`src/rtl/mux_stream_arbiter.sv`:
```
// Round-robin burst arbiter for two valid/ready streams sharing a 2:1 select datapath.
// Whole bursts are granted, capped at MAX_BURST beats, and the chosen word is registered.
module mux_stream_arbiter #(
  parameter int array_size = 9,
  parameter int MAX_BURST  = 16
) (
  input  logic                  clk,
  input  logic                  reset,
  input  logic [array_size-1:0] in1,
  input  logic                  in1_valid,
  input  logic                  in1_last,
  output logic                  in1_ready,
  input  logic [array_size-1:0] in2,
  input  logic                  in2_valid,
  input  logic                  in2_last,
  output logic                  in2_ready,
  output logic [array_size-1:0] out,
  output logic                  out_valid,
  output logic                  out_last,
  input  logic                  out_ready,
  output logic                  sel
);

  localparam int CNT_W = (MAX_BURST > 2) ? $clog2(MAX_BURST) : 1;
  localparam logic [CNT_W-1:0] LAST_BEAT = CNT_W'(MAX_BURST - 1);

  typedef enum logic [1:0] {
    IDLE   = 2'd0,
    GRANT1 = 2'd1,
    GRANT2 = 2'd2
  } state_t;

  state_t                  state;
  state_t                  next_state;
  logic                    prio;
  logic [CNT_W-1:0]        beat_cnt;
  logic                    can_load;
  logic                    take;
  logic                    take_last;
  logic [array_size-1:0]   take_data;

  // The output slot is free when empty or being drained this same cycle.
  assign can_load = !out_valid || out_ready;

  always_comb begin
    next_state = state;
    in1_ready  = 1'b0;
    in2_ready  = 1'b0;
    sel        = 1'b0;
    take       = 1'b0;
    take_last  = 1'b0;
    take_data  = '0;
    case (state)
      IDLE: begin
        if (in1_valid && (!in2_valid || !prio)) begin
          next_state = GRANT1;
        end else if (in2_valid) begin
          next_state = GRANT2;
        end
      end
      GRANT1: begin
        in1_ready = can_load;
        take      = in1_valid && can_load;
        take_data = in1;
        take_last = in1_last || (beat_cnt == LAST_BEAT);
        if (take && take_last) next_state = IDLE;
      end
      GRANT2: begin
        sel       = 1'b1;
        in2_ready = can_load;
        take      = in2_valid && can_load;
        take_data = in2;
        take_last = in2_last || (beat_cnt == LAST_BEAT);
        if (take && take_last) next_state = IDLE;
      end
      default: next_state = IDLE;
    endcase
  end

  always_ff @(posedge clk) begin
    if (reset) begin
      state     <= IDLE;
      prio      <= 1'b0;
      beat_cnt  <= '0;
      out       <= '0;
      out_valid <= 1'b0;
      out_last  <= 1'b0;
    end else begin
      state <= next_state;
      if (take) begin
        out       <= take_data;
        out_valid <= 1'b1;
        out_last  <= take_last;
        if (take_last) begin
          // Hand priority to the side that did not just finish a burst.
          beat_cnt <= '0;
          prio     <= (state == GRANT1);
        end else begin
          beat_cnt <= beat_cnt + CNT_W'(1);
        end
      end else if (out_ready) begin
        out_valid <= 1'b0;
      end
    end
  end

endmodule

```
`config.mk`:
```
export PLATFORM = sky130hd
export DESIGN_NAME = mux_stream_arbiter
export DESIGN_NICKNAME = d
export VERILOG_FILES = /design/src/rtl/mux_stream_arbiter.sv
export SDC_FILE = /design/constraint.sdc
export NUM_CORES = 1
export LEC_CHECK = 0
export BUFFER_PORTS_ARGS = -buffer_cell sky130_fd_sc_hd__buf_2
export CAP_MARGIN = 15
export CORE_MARGIN = 10
export CORE_UTILIZATION = 45
export DETAILED_ROUTE_END_ITERATION = 8
export MAX_ROUTING_LAYER = met4
export PLACE_DENSITY = 0.79
export SYNTH_ARGS = -nofsm -noshare
export SYNTH_HDL_FRONTEND = slang
export SYNTH_SLANG_ARGS = --single-unit
```
`constraint.sdc`:
```
create_clock -name clk -period 2.2 [get_ports clk]
set_input_delay 0.22 -clock clk [delete_from_list [all_inputs] [get_ports clk]]
set_output_delay 0.22 -clock clk [all_outputs]
set_load 0.005 [all_outputs]
```
Word level (Yosys, flattened, before mapping)
Cells that the tools add are included.
{"block": "word_totals", "out_inout_bits": 14, "romBits": 0, "mem_bits_rw": 0, "reg_bits": 18, "word_cells": 43, "latchBits": 0, "n_memories": 0}
{"block": "op_classes", "bitwise_logic": 0, "shifts": 0, "add_sub_neg": 1, "mul": 0, "n_eq_ne": 6, "order_cmp": 0, "n_reduce_logical": 16, "div_mod_pow": 0, "muxes": 14}
{"cell": "$pmux 9 s2", "count": 1}
{"cell": "$mux 2", "count": 4}
{"cell": "$pmux 2 s3", "count": 1}
{"cell": "$logic_and 1x1->1", "count": 5}
{"cell": "$mux 1", "count": 5}
{"cell": "$add 4x1->4 const B", "count": 1}
{"cell": "$eq 4x4->1 const B", "count": 1}
{"cell": "$logic_or 1x1->1", "count": 4}
{"cell": "$mux 4", "count": 1}
{"cell": "$ne 2x2->1 const B", "count": 2}
{"cell": "$pmux 1 s2", "count": 2}
{"cell": "$logic_not 1->1", "count": 3}
{"cell": "$ne 3x3->1 const B", "count": 1}
{"cell": "$reduce_and 3->1", "count": 1}
{"cell": "$eq 2x1->1 const B", "count": 1}
{"cell": "$eq 2x2->1 const B", "count": 1}
{"cell": "$logic_not 2->1", "count": 1}
{"cell": "$reduce_and 2->1", "count": 1}
{"cell": "$reduce_bool 2->1", "count": 1}

Logic depth before layout (Yosys ltp)
Gate-level depths: netlist of run 1.
{"block": "depth", "depth_word": 6, "ltp_mapped": 8, "ltp_nobuf": 6}

Least setup slack after synthesis of run 1
OpenSTA, ideal clock, no wires.
{"block": "synth_timing", "path_type": "flip-flop to flip-flop", "from": "register state[0]", "to": "register out[0]", "required_ns": 2.068, "t_arrival_ns": 1.499, "stages_incl_launch_ff": 9, "path_slack_ns": 0.569, "path_cell_list": "dfxtp_1 > inv_1 > ha_1 > a22o_1 > and3_1 > buf_4 > buf_4 > nor2_1 > nor3_1"}
{"block": "synth_via", "elab_chain_len": 2, "word_cells_on_any_way": 4}
{"element": "from (decl)", "line_no": "33", "rtl": "state_t state;"}
{"element": "from (signal assigned)", "line_no": "89", "rtl": "state <= next_state;"}
{"element": "$eq 2x2->1 or $eq 2x1->1 (tied branches)", "line_no": "53", "rtl": "case (state)"}
{"element": "$pmux 9 s2 or $pmux 1 s2 (tied branches)", "line_no": "53"}
{"element": "to (signal assigned)", "line_no": "91", "rtl": "out <= take_data;"}
{"element": "to (decl)", "line_no": "17", "rtl": "output logic [array_size-1:0] out,"}
Parallel ways exist; a longest one is shown, timed or not.
A chain may end at the register's enable or synchronous reset.

Final worst setup path of run 1
{"block": "layout_timing", "from": "register state[0]", "to": "register beat_cnt[2]"}
{"block": "layout_via", "elab_chain_len": 3, "word_cells_on_any_way": 5}
{"element": "$eq 2x2->1 or $eq 2x1->1 (tied branches)", "line_no": "53"}
{"element": "$pmux 1 s2", "line_no": "53"}
{"element": "$mux 4", "line_no": "94", "rtl": "if (take_last) begin"}
{"element": "to (signal assigned)", "line_no": "99", "rtl": "beat_cnt <= beat_cnt + CNT_W'(1);"}
{"element": "to (decl)", "line_no": "36", "rtl": "logic [CNT_W-1:0] beat_cnt;"}
Parallel ways exist; a longest one is shown, timed or not.

==> impl_results.md, run 1 <==
- Outcome: complete, no violations
- Vias/cell: 5.58
- Crit. End Element: register
- Overall Power: 808 µW
- Maximum count of clock buffers along a single path: 2
- Effective utilization at floorplan: 47.4%
- Ratio of final minimum period to clock period: 84.9%
- Clock Skews: 0.00200 ns
- Setup Total Neg Slack: 0 ns
- Clk Tree Root Cell: sky130_fd_sc_hd__clkbuf_4
- Portion of synthesized cell area occupied by the leading cell type: 38.8%
- Largest net degree at the start of global routing: 18
- CTS buffer count: 3
- Worst r2r path cells: 6
- Crit path required time: 2.43 ns
- Final design area excluding fillers: 0.00116 mm²
- Total Routing Usage GR: 11.4%
- Core box area: 0.00196 mm²
- Number of instances resized during post-cts repair: 0
- ANT nets after route: 0
- R2r startpoint: state[0]
- Number of nets produced by synthesis: 133
- Type of element launching the critical path: register
- EDFF count, synth: 0
- Detailed-routing iteration count for the pre-antenna-repair pass: 4
- FP Rows: 16
- Cell types with the highest counts after synthesis: sky130_fd_sc_hd__dfxtp_1 (18), sky130_fd_sc_hd__nor2_1 (10), sky130_fd_sc_hd__a221oi_1 (9), sky130_fd_sc_hd__nor3_1 (9), sky130_fd_sc_hd__a21oi_1 (7)
- Crit path arrival time: 2.10 ns
- Cell count after synthesis: 104
- CTS tree: done
- Die Ht: 65.5 µm
- Die ar.: 0.00428 mm²
- Post-detailed-placement half-perimeter wirelength: 1850 µm
- Final nets: 171
- Gp weighted congestion: 0.746
- Cell depth of the worst min-delay path: 3
- Max Fanout on Critical Path: 15
- Power density of the placed cells: 694 mW/mm²
- Async S/R FF share, synth: 0%
- Number of antenna diodes: 0
- Sequential cell area: 360 µm²
- Routed wirelength normalized by instance count: 14.5 µm
- Cell type contributing the most total cell area after synthesis: sky130_fd_sc_hd__dfxtp_1
- Non-filler instance count after layout: 168
- MaxCap Viol Count: 0
- Count of different cell masters after synthesis: 34
- Hold path startpoint: in1[2]
- Flip-flop and latch count after synthesis: 18
- Clock insertion delay at the later pin of the skew report: 0.29 ns
- Wire length of the first global-routing pass: 4010 µm
- Placed Area: 0.00113 mm²
- Synthesized area divided by synthesized cell count: 8.94 µm²
- Number of global-route vias before repair: 903
- Transition time at the pin with the least slew margin: 0.530 ns
- Area occupied by multi-input gates: 513 µm²
- Leakage dissipation: 0.000525 µW
- Share of post-route cells with drive strength above 1: 32.6%
- Worst VDD drop: 0.000344 V
- Global route overflow: 0
- Sequential-to-total area share from yosys stat: 38.8%
- Wire length after detailed routing: 2430 µm
- Width of the die: 65.5 µm
- Initial antenna violation count: 0
- Count of pins on the block boundary: 39
- Type of the setup path with the least slack: reg -> reg
- Max Transition Viols Final: 0
- Path type of the worst min-delay path: in -> reg
- Post-route core utilization: 59.3%
- Buffer count from post-CTS setup fixing: 0
- Clock sink total: 18
- Setup repair after global routing missed its margin: no
- Clock H-tree levels: 1
- Vias after detailed routing: 938
- Library cell with the highest instance count after synthesis: sky130_fd_sc_hd__dfxtp_1
- Setup violators final: 0
- Final Hold Violating Endpoints: 0
- Worst reg2reg path endpoint: beat_cnt[2]
- Relative slew slack: 64.7%
- Remaining design rule violation count: 0
- Clock period minus worst slack: 1.87 ns
- Area growth syn-to-layout: 25.2%
- Cell area after synthesis: 930 µm²
- Synth area leaders: sky130_fd_sc_hd__dfxtp_1 (39%), sky130_fd_sc_hd__a221oi_1 (8.5%), sky130_fd_sc_hd__ha_1 (5.4%)
- Clock input transition at the sequential cells of the worst setup and hold paths: 0.10 ns
- Synth warnings: 0
- Register-to-register path setup slack: 0.33 ns
- CTS hold repair buffers: 0
- Endpoint of the worst hold-timing path: out[2]
- Fillers: 186
- Post-placement cell count: 164
- Count of buffers from port buffering: 38
- DRT iter0 DRCs: 67
- Timing-limited maximum frequency: 0.535 GHz
- Top flip-flop cell by instance count after synthesis: sky130_fd_sc_hd__dfxtp_1
## logic make-up (layout without fill, tap and decap cells)
group,Yosys count,count (layout),synth area share [%]
simple gates,42,42,23.8
buf+inv,11,48,6.06
flops,18,18,38.8
compound gates,29,29,26.0
fa+ha+maj,4,4,5.38
## state kept, by name (all words and copies together), names as in the netlist
name and count:
out 9, prio 1, state 2, beat_cnt 4, out_last 1, out_valid 1
## per-stage QoR
stage               hold WS (ns)  setup slack, ns
floorplan                  0.418            0.569
finish                     0.213            0.332
CTS                        0.218            0.330
detailed placement         0.473            0.362
global placement           0.459            0.446
global route               0.232            0.178
## layout by cell type (no fill, tap or decap), types with 2 or more instances in the layout
| master | count |
|---|---|
| sky130_fd_sc_hd__nand2_1 | 5 |
| sky130_fd_sc_hd__buf_2 | 38 |
| sky130_fd_sc_hd__a21oi_1 | 7 |
| sky130_fd_sc_hd__nand2b_1 | 3 |
| sky130_fd_sc_hd__a221oi_1 | 9 |
| sky130_fd_sc_hd__buf_4 | 2 |
| sky130_fd_sc_hd__nor2_1 | 10 |
| sky130_fd_sc_hd__nand3b_1 | 2 |
| sky130_fd_sc_hd__nand3_1 | 4 |
| sky130_fd_sc_hd__dfxtp_1 | 18 |
| sky130_fd_sc_hd__and2_1 | 3 |
| sky130_fd_sc_hd__nor3_1 | 9 |
| sky130_fd_sc_hd__ha_1 | 4 |
| sky130_fd_sc_hd__clkbuf_4 | 3 |
| sky130_fd_sc_hd__inv_1 | 4 |
| sky130_fd_sc_hd__o41ai_1 | 2 |
## critical path, cell delays in order (launching register included)
cell and delay [ns]:
sky130_fd_sc_hd__dfxtp_1 0.34, sky130_fd_sc_hd__inv_1 0.09, sky130_fd_sc_hd__ha_1 0.32, sky130_fd_sc_hd__a22o_1 0.23, sky130_fd_sc_hd__and3_1 0.51, sky130_fd_sc_hd__nand4b_1 0.15
sky130_fd_sc_hd__a31oi_1 0.17
## worst max-delay path by stage
stage	slack [ns]	from	endpoint
floorplan	0.57	state[0]	out[0]
global placement	0.45	state[1]	state[0]
detailed placement	0.36	state[0]	beat_cnt[2]
CTS	0.33	state[0]	beat_cnt[2]
global route	0.18	state[0]	beat_cnt[2]
finish	0.33	state[0]	beat_cnt[2]
## final cells by class
type | count | share of cell area (%)
multi-input combinational | 75 | 44.1
sequential | 18 | 31.0
timing repair buffer | 40 | 17.6
clock buffer | 4 | 3.12
tap | 27 | 2.90
inverter | 4 | 1.29
## report_power, final
group	internal [µW]	switching (µW)	leakage [µW]
Sequential	352	14.4	0.000146
Clock	101	101	0.0000210
Combinational	107	133	0.000358
Total	559	249	0.000525
## metal layers
layer	track usage, %	wire length [µm]
met5	-	0
met4	4.28	30
met3	4.07	196
met2	19.4	1160
met1	11.8	1040
Power figures use the tool's default switching activity.
==> inputs of run 2 (changes only) <==
==> constraint.sdc (replaced) <==
create_clock -name clk -period 1.75 [get_ports clk]
set_input_delay 0.175 -clock clk [delete_from_list [all_inputs] [get_ports clk]]
set_output_delay 0.175 -clock clk [all_outputs]
set_load 0.005 [all_outputs]
==> impl_results.md, run 2 (synthesis results as in run 1) <==
- Vias after detailed routing: 992 (+5.8%)
- Largest net degree at the start of global routing: 18 (unchanged)
- Share of post-route cells with drive strength above 1: 37.9% (+5.3 points)
- Final Hold Violating Endpoints: 0 (unchanged)
- GRT met2 Usage: 21.7% (+2.3 points)
- Final nets: 175 (+2.3%)
- Detailed-routing iteration count for the pre-antenna-repair pass: 4 (unchanged)
- Most used cells in the layout excluding fill and tap cells: sky130_fd_sc_hd__buf_2 (38), sky130_fd_sc_hd__dfxtp_1 (16), sky130_fd_sc_hd__nor2_1 (10)
- Sequential cell area: 363 µm² (+0.69%)
- Effective utilization at floorplan: 47.4% (unchanged)
- Remaining design rule violation count: 0 (unchanged)
- Max Fanout on Critical Path: 15 (unchanged)
- Initial antenna violation count: 0 (unchanged)
- ANT nets after route: 0 (unchanged)
- Global route overflow: 0 (unchanged)
- Clock period minus worst slack: 1.68 ns (-0.190 ns)
- Registers with the most flip-flops: out x9, beat_cnt x4, state x2
- FP Rows: 16 (unchanged)
- Routed wirelength normalized by instance count: 15.8 µm (+9.5%)
- R2r startpoint: state[0]
- Post-placement cell count: 166 (+1.2%)
- DRT iter0 DRCs: 59 (-12%)
- Maximum count of clock buffers along a single path: 2 (unchanged)
- Crit. End Element: register
- Type of the setup path with the least slack: reg -> reg
- Clock Skews: 0.00751 ns (+0.00551 ns)
- Count of pins on the block boundary: 39 (unchanged)
- Worst r2r path cells: 6 (unchanged)
- CTS tree: done
- Area occupied by multi-input gates: 527 µm² (+2.7%)
- Setup violators final: 0 (unchanged)
- Total Routing Usage GR: 12.3% (+0.93 points)
- Overall Power: 1070 µW (+33%)
- Path type of the worst min-delay path: in -> reg
- Flip-flop count of the largest register after layout: 9 (unchanged)
- Worst VDD drop: 0.000596 V (+73%)
- Power density of the placed cells: 883 mW/mm² (+27%)
- Fillers: 188 (+1.1%)
- Endpoint of the worst hold-timing path: out[1]
- Core box area: 0.00196 mm² (unchanged)
- Wire length of the first global-routing pass: 4240 µm (+5.9%)
- CTS hold repair buffers: 0 (unchanged)
- Met3 demand-to-capacity share in global routing: 5.59% (+1.5 points)
- Met1 Track Usage GR: 11.6% (-0.16 points)
- Vias/cell: 5.77 (+3.3%)
- Post-detailed-placement half-perimeter wirelength: 2050 µm (+11%)
- Number of global-route vias before repair: 946 (+4.8%)
- Crit path arrival time: 1.90 ns (-0.20 ns)
- Gp weighted congestion: 0.762 (+2.1%)
- Wire length after detailed routing: 2720 µm (+12%)
- Transition time at the pin with the least slew margin: 0.503 ns (-0.0271 ns)
- Clock input transition at the sequential cells of the worst setup and hold paths: 0.11 ns (about the same)
- Top register by number of flip-flops: out
- Hold path startpoint: in1[1]
- Number of antenna diodes: 0 (unchanged)
- Clock insertion delay at the later pin of the skew report: 0.30 ns (about the same)
- Worst reg2reg path endpoint: beat_cnt[2]
- Outcome: complete, no violations
- Clock H-tree levels: 1 (unchanged)
- Ratio of final minimum period to clock period: 95.9% (+11 points)
- Count of buffers from port buffering: 38 (unchanged)
- Crit path required time: 1.97 ns (-0.46 ns)
- Cell depth of the worst min-delay path: 3 (unchanged)
- Hold slack: 0.162 ns (-0.0509 ns)
- Register-to-register path setup slack: 0.07 ns (-0.26 ns)
- Width of the die: 65.5 µm (unchanged)
- Leakage dissipation: 0.000543 µW (+3.6%)
- Type of element launching the critical path: register
- MaxCap Viol Count: 0 (unchanged)
- Max Transition Viols Final: 0 (unchanged)
- Relative slew slack: 66.2% (+1.5 points)
- CTS buffer count: 3 (unchanged)
- Area growth syn-to-layout: 30.6%
- Clk Tree Root Cell: sky130_fd_sc_hd__clkbuf_4
- Clock sink total: 18 (unchanged)
- Die Ht: 65.5 µm (unchanged)
- GRT busiest layer: met2
- Timing-limited maximum frequency: 0.596 GHz (+11%)
- Die ar.: 0.00428 mm² (unchanged)
- Non-filler instance count after layout: 172 (+2.4%)
- Most frequent standard cell in the layout excluding fill and tap cells: sky130_fd_sc_hd__buf_2
run 2: changes by cell type in the layout (fill, tap and decap cells not counted):
cell / change
sky130_fd_sc_hd__ha_1: -2
sky130_fd_sc_hd__and3_1: -1
sky130_fd_sc_hd__buf_4: +3
sky130_fd_sc_hd__ha_2: +2
sky130_fd_sc_hd__nand3_2: -1
sky130_fd_sc_hd__dfxtp_1: -2
sky130_fd_sc_hd__buf_6: +1
sky130_fd_sc_hd__dfxtp_2: +2
sky130_fd_sc_hd__and3_2: +1
sky130_fd_sc_hd__nand3_4: +1
run 2: what timing repair did:
| action | CTS | global route |
|---|---|---|
| resized for setup | 1 | 6 |
| setup endpoints to repair | 6 | 15 |
| buffers inserted | 2 | 0 |
run 2: final cells by class:
| type | instances | share of cell area [%] |
|---|---|---|
| well taps | 27 | 2.78 |
| multi-input cells | 75 | 43.4 |
| clock buffers | 4 | 2.99 |
| repair buffers | 44 | 19.7 |
| flip-flops and latches | 18 | 29.9 |
| inverters | 4 | 1.24 |
run 2: worst max path at each step:
stage / startpoint / to / slack (ns) / cells after the start
3_3_place_gp: state[0] / beat_cnt[2] / 0.08 / 6
3_5_place_dp: state[0] / beat_cnt[2] / -0.07 / 6
4_1_cts: state[0] / out[7] / 0.01 / 6
2_1_floorplan: state[0] / out[0] / 0.12 / 8
5_1_grt: state[0] / beat_cnt[2] / -0.003 / 6
6_report: state[0] / beat_cnt[2] / 0.07 / 6
run 2: where the power goes:
part | switching, µW | internal, µW
clock | 135 | 127
sequential | 19.3 | 444
combinational | 186 | 161
total | 340 | 732
run 2: stage by stage:
step           cell area, µm²  setup TNS, ns  utilization [%]  worst slack [ns]
2_1_floorplan             930              0                -             0.119
4_1_cts                  1190              0             60.9            0.0139
5_1_grt                  1210       -0.00345             61.9          -0.00345
3_5_place_dp             1140        -0.0688             58.2           -0.0688
3_3_place_gp             1140              0             58.2            0.0790
6_report                 1210              0             61.9            0.0721
run 2: worst max-delay path: stages, from the launching register on:
cell and delay, ns:
sky130_fd_sc_hd__dfxtp_2 0.35, sky130_fd_sc_hd__inv_1 0.09, sky130_fd_sc_hd__ha_2 0.25, sky130_fd_sc_hd__a22o_1 0.22, sky130_fd_sc_hd__and3_2 0.37, sky130_fd_sc_hd__nand4b_1 0.14
sky130_fd_sc_hd__a31oi_1 0.19
run 2: layer usage:
layer  vias up  part of all wire, %
met1       464                   39
met4         0                 0.92
met5         -                    0
li1        479                    -
met3         4                   11
met2        45                   50
==> inputs of run 3 (changes only) <==
--- a/config.mk
+++ b/config.mk
@@ -12,6 +12,8 @@
 export DETAILED_ROUTE_END_ITERATION = 8
 export MAX_ROUTING_LAYER = met4
 export PLACE_DENSITY = 0.79
+export RECOVER_POWER = 100
+export SLEW_MARGIN = 40
 export SYNTH_ARGS = -nofsm -noshare
 export SYNTH_HDL_FRONTEND = slang
 export SYNTH_SLANG_ARGS = --single-unit
==> impl_results.md, run 3 (synthesis results as in run 1) <==
- Outcome: complete, no violations
- Clock H-tree levels: 1 (unchanged)
- Power density of the placed cells: 888 mW/mm² (+0.47%)
- Count of pins on the block boundary: 39 (unchanged)
- Post-placement cell count: 166 (unchanged)
- Wire length of the first global-routing pass: 4240 µm (unchanged)
- Transition time at the pin with the least slew margin: 0.480 ns (-0.0230 ns)
- Global route overflow: 0 (unchanged)
- Gp weighted congestion: 0.762 (unchanged)
- Register-to-register path setup slack: 0.08 ns (about the same)
- Smallest setup slack after layout: 0.0817 ns (+0.00959 ns)
- Remaining design rule violation count: 0 (unchanged)
- Number of global-route vias before repair: 946 (unchanged)
- Effective utilization at floorplan: 47.4% (unchanged)
- Relative contribution of sequential cells to total power: 43.6% (+0.4 points)
- Sw frac: 31.9% (+0.15 points)
- Ratio of final minimum period to clock period: 95.3% (-0.55 points)
- Combinational cell fraction of total power: 31.7% (-0.6 points)
- FP Rows: 16 (unchanged)
- Clock Skews: 0.00882 ns (+0.00131 ns)
- Clock insertion delay at the later pin of the skew report: 0.30 ns (about the same)
- CTS tree: done
- Worst r2r path cells: 6 (unchanged)
- Type of the setup path with the least slack: reg -> reg
- Clk Tree Root Cell: sky130_fd_sc_hd__clkbuf_4
- Max Transition Viols Final: 0 (unchanged)
- Wire length after detailed routing: 2710 µm (-0.55%)
- Crit. End Element: register
- Area growth syn-to-layout: 28.8%
- Type of element launching the critical path: register
- Die Ht: 65.5 µm (unchanged)
- Clock network power share: 24.7% (+0.2 points)
- Vias after detailed routing: 965 (-2.7%)
- Flip-flop count of the largest register after layout: 9 (unchanged)
- Maximum count of clock buffers along a single path: 2 (unchanged)
- Die ar.: 0.00428 mm² (unchanged)
- Routed wirelength normalized by instance count: 15.7 µm (-0.55%)
- Detailed-routing iteration count for the pre-antenna-repair pass: 4 (unchanged)
- Share of post-route cells with drive strength above 1: 30.3% (-7.6 points)
- Leakage dissipation: 0.000496 µW (-8.7%)
- Worst VDD drop: 0.000595 V (about the same)
- Crit path required time: 1.97 ns (about the same)
- Internal power: 724 µW (-1.1%)
- Vias/cell: 5.61 (-2.7%)
- Non-filler instance count after layout: 172 (unchanged)
- Path type of the worst min-delay path: in -> reg
- Clock input transition at the sequential cells of the worst setup and hold paths: 0.11 ns (about the same)
- DRT iter0 DRCs: 53 (-10%)
- Registers with the most flip-flops: out x9, beat_cnt x4, state x2
- Final nets: 175 (unchanged)
- Core box area: 0.00196 mm² (unchanged)
- CTS buffer count: 3 (unchanged)
- MaxCap Viol Count: 0 (unchanged)
- Endpoint of the worst hold-timing path: out[1]
- Number of antenna diodes: 0 (unchanged)
- Setup violators final: 0 (unchanged)
- Initial antenna violation count: 0 (unchanged)
- R2r startpoint: state[0]
- Crit path arrival time: 1.89 ns (about the same)
- Worst reg2reg path endpoint: beat_cnt[2]
- Post-detailed-placement half-perimeter wirelength: 2050 µm (unchanged)
- Cell depth of the worst min-delay path: 3 (unchanged)
- Post-placement setup slack: -0.0688 ns (unchanged)
- Largest net degree at the start of global routing: 18 (unchanged)
- Power dissipated by switching net loads: 339 µW (-0.39%)
- Timing-limited maximum frequency: 0.599 GHz (+0.57%)
- Hold path startpoint: in1[1]
- Most used cells in the layout excluding fill and tap cells: sky130_fd_sc_hd__buf_2 (28), sky130_fd_sc_hd__dfxtp_1 (16), sky130_fd_sc_hd__clkbuf_1 (11)
- Final Hold Violating Endpoints: 0 (unchanged)
- Width of the die: 65.5 µm (unchanged)
- Clock sink total: 18 (unchanged)
- Most frequent standard cell in the layout excluding fill and tap cells: sky130_fd_sc_hd__buf_2
- Top register by number of flip-flops: out
- Relative slew slack: 67.7% (+1.5 points)
- Max Fanout on Critical Path: 15 (unchanged)
- Total Routing Usage GR: 12.3% (unchanged)
- Clock period minus worst slack: 1.67 ns (-0.00959 ns)
- ANT nets after route: 0 (unchanged)
- Count of buffers from port buffering: 38 (unchanged)
run 3: repair_timing:
action,4_1_cts,5_1_grt
setup endpoints to repair,6,15
buffers inserted,2,0
hold buffers,0,0
cloned,0,0
resized for setup,1,6
run 3: final cells by class:
cell class,count,area [µm²]
Inverter,4,15.0
Sequential cell,18,363
Fill cell,196,764
Tap cell,27,33.8
Clock buffer,4,36.3
Timing Repair Buffer,44,223
Multi-Input combinational cell,75,527
run 3: worst max path at each step:
stage / slack [ns] / end / startpoint / depth (start not counted)
after floorplan: 0.12 / out[0] / state[0] / 8
after global placement: 0.08 / beat_cnt[2] / state[0] / 6
after detailed placement: -0.07 / beat_cnt[2] / state[0] / 6
after CTS: 0.01 / out[7] / state[0] / 6
after global routing: -0.0009 / beat_cnt[2] / state[0] / 6
final: 0.08 / beat_cnt[2] / state[0] / 6
run 3: per-stage QoR:
stage                     setup TNS, ns  total power [µW]  util (%)  cell area, µm²  hold slack, ns
after floorplan                       0               667         -             930           0.373
after global placement                0               771      58.2            1140           0.459
after detailed placement        -0.0688               786      58.2            1140           0.480
after CTS                             0              1060      60.9            1190           0.170
after global routing          -0.000942              1130      61.0            1200           0.186
final                                 0              1060      61.0            1200           0.162
run 3: critical path, cell delays in order (launching register included):
cell	delay [ns]
sky130_fd_sc_hd__dfxtp_2	0.35
sky130_fd_sc_hd__inv_1	0.08
sky130_fd_sc_hd__ha_2	0.25
sky130_fd_sc_hd__a22o_1	0.22
sky130_fd_sc_hd__and3_2	0.37
sky130_fd_sc_hd__nand4b_1	0.13
sky130_fd_sc_hd__a31oi_1	0.19
run 3: power groups by stage:
stage | combinational, µW | clock [µW] | sequential [µW]
after global routing | 376 | 283 | 468
after CTS | 330 | 267 | 460
final | 336 | 263 | 464
after detailed placement | 316 | 0 | 469
after floorplan | 196 | 0 | 470
after global placement | 303 | 0 | 468
run 3: per-layer routing:
layer | track usage [%] | vias up | routed length [µm] | part of all wire, %
li1 | - | 479 | - | -
met1 | 11.6 | 454 | 1090 | 40
met2 | 21.7 | 28 | 1350 | 50
met3 | 5.59 | 4 | 238 | 8.8
met4 | 4.28 | 0 | 25 | 0.92
met5 | - | - | 0 | 0
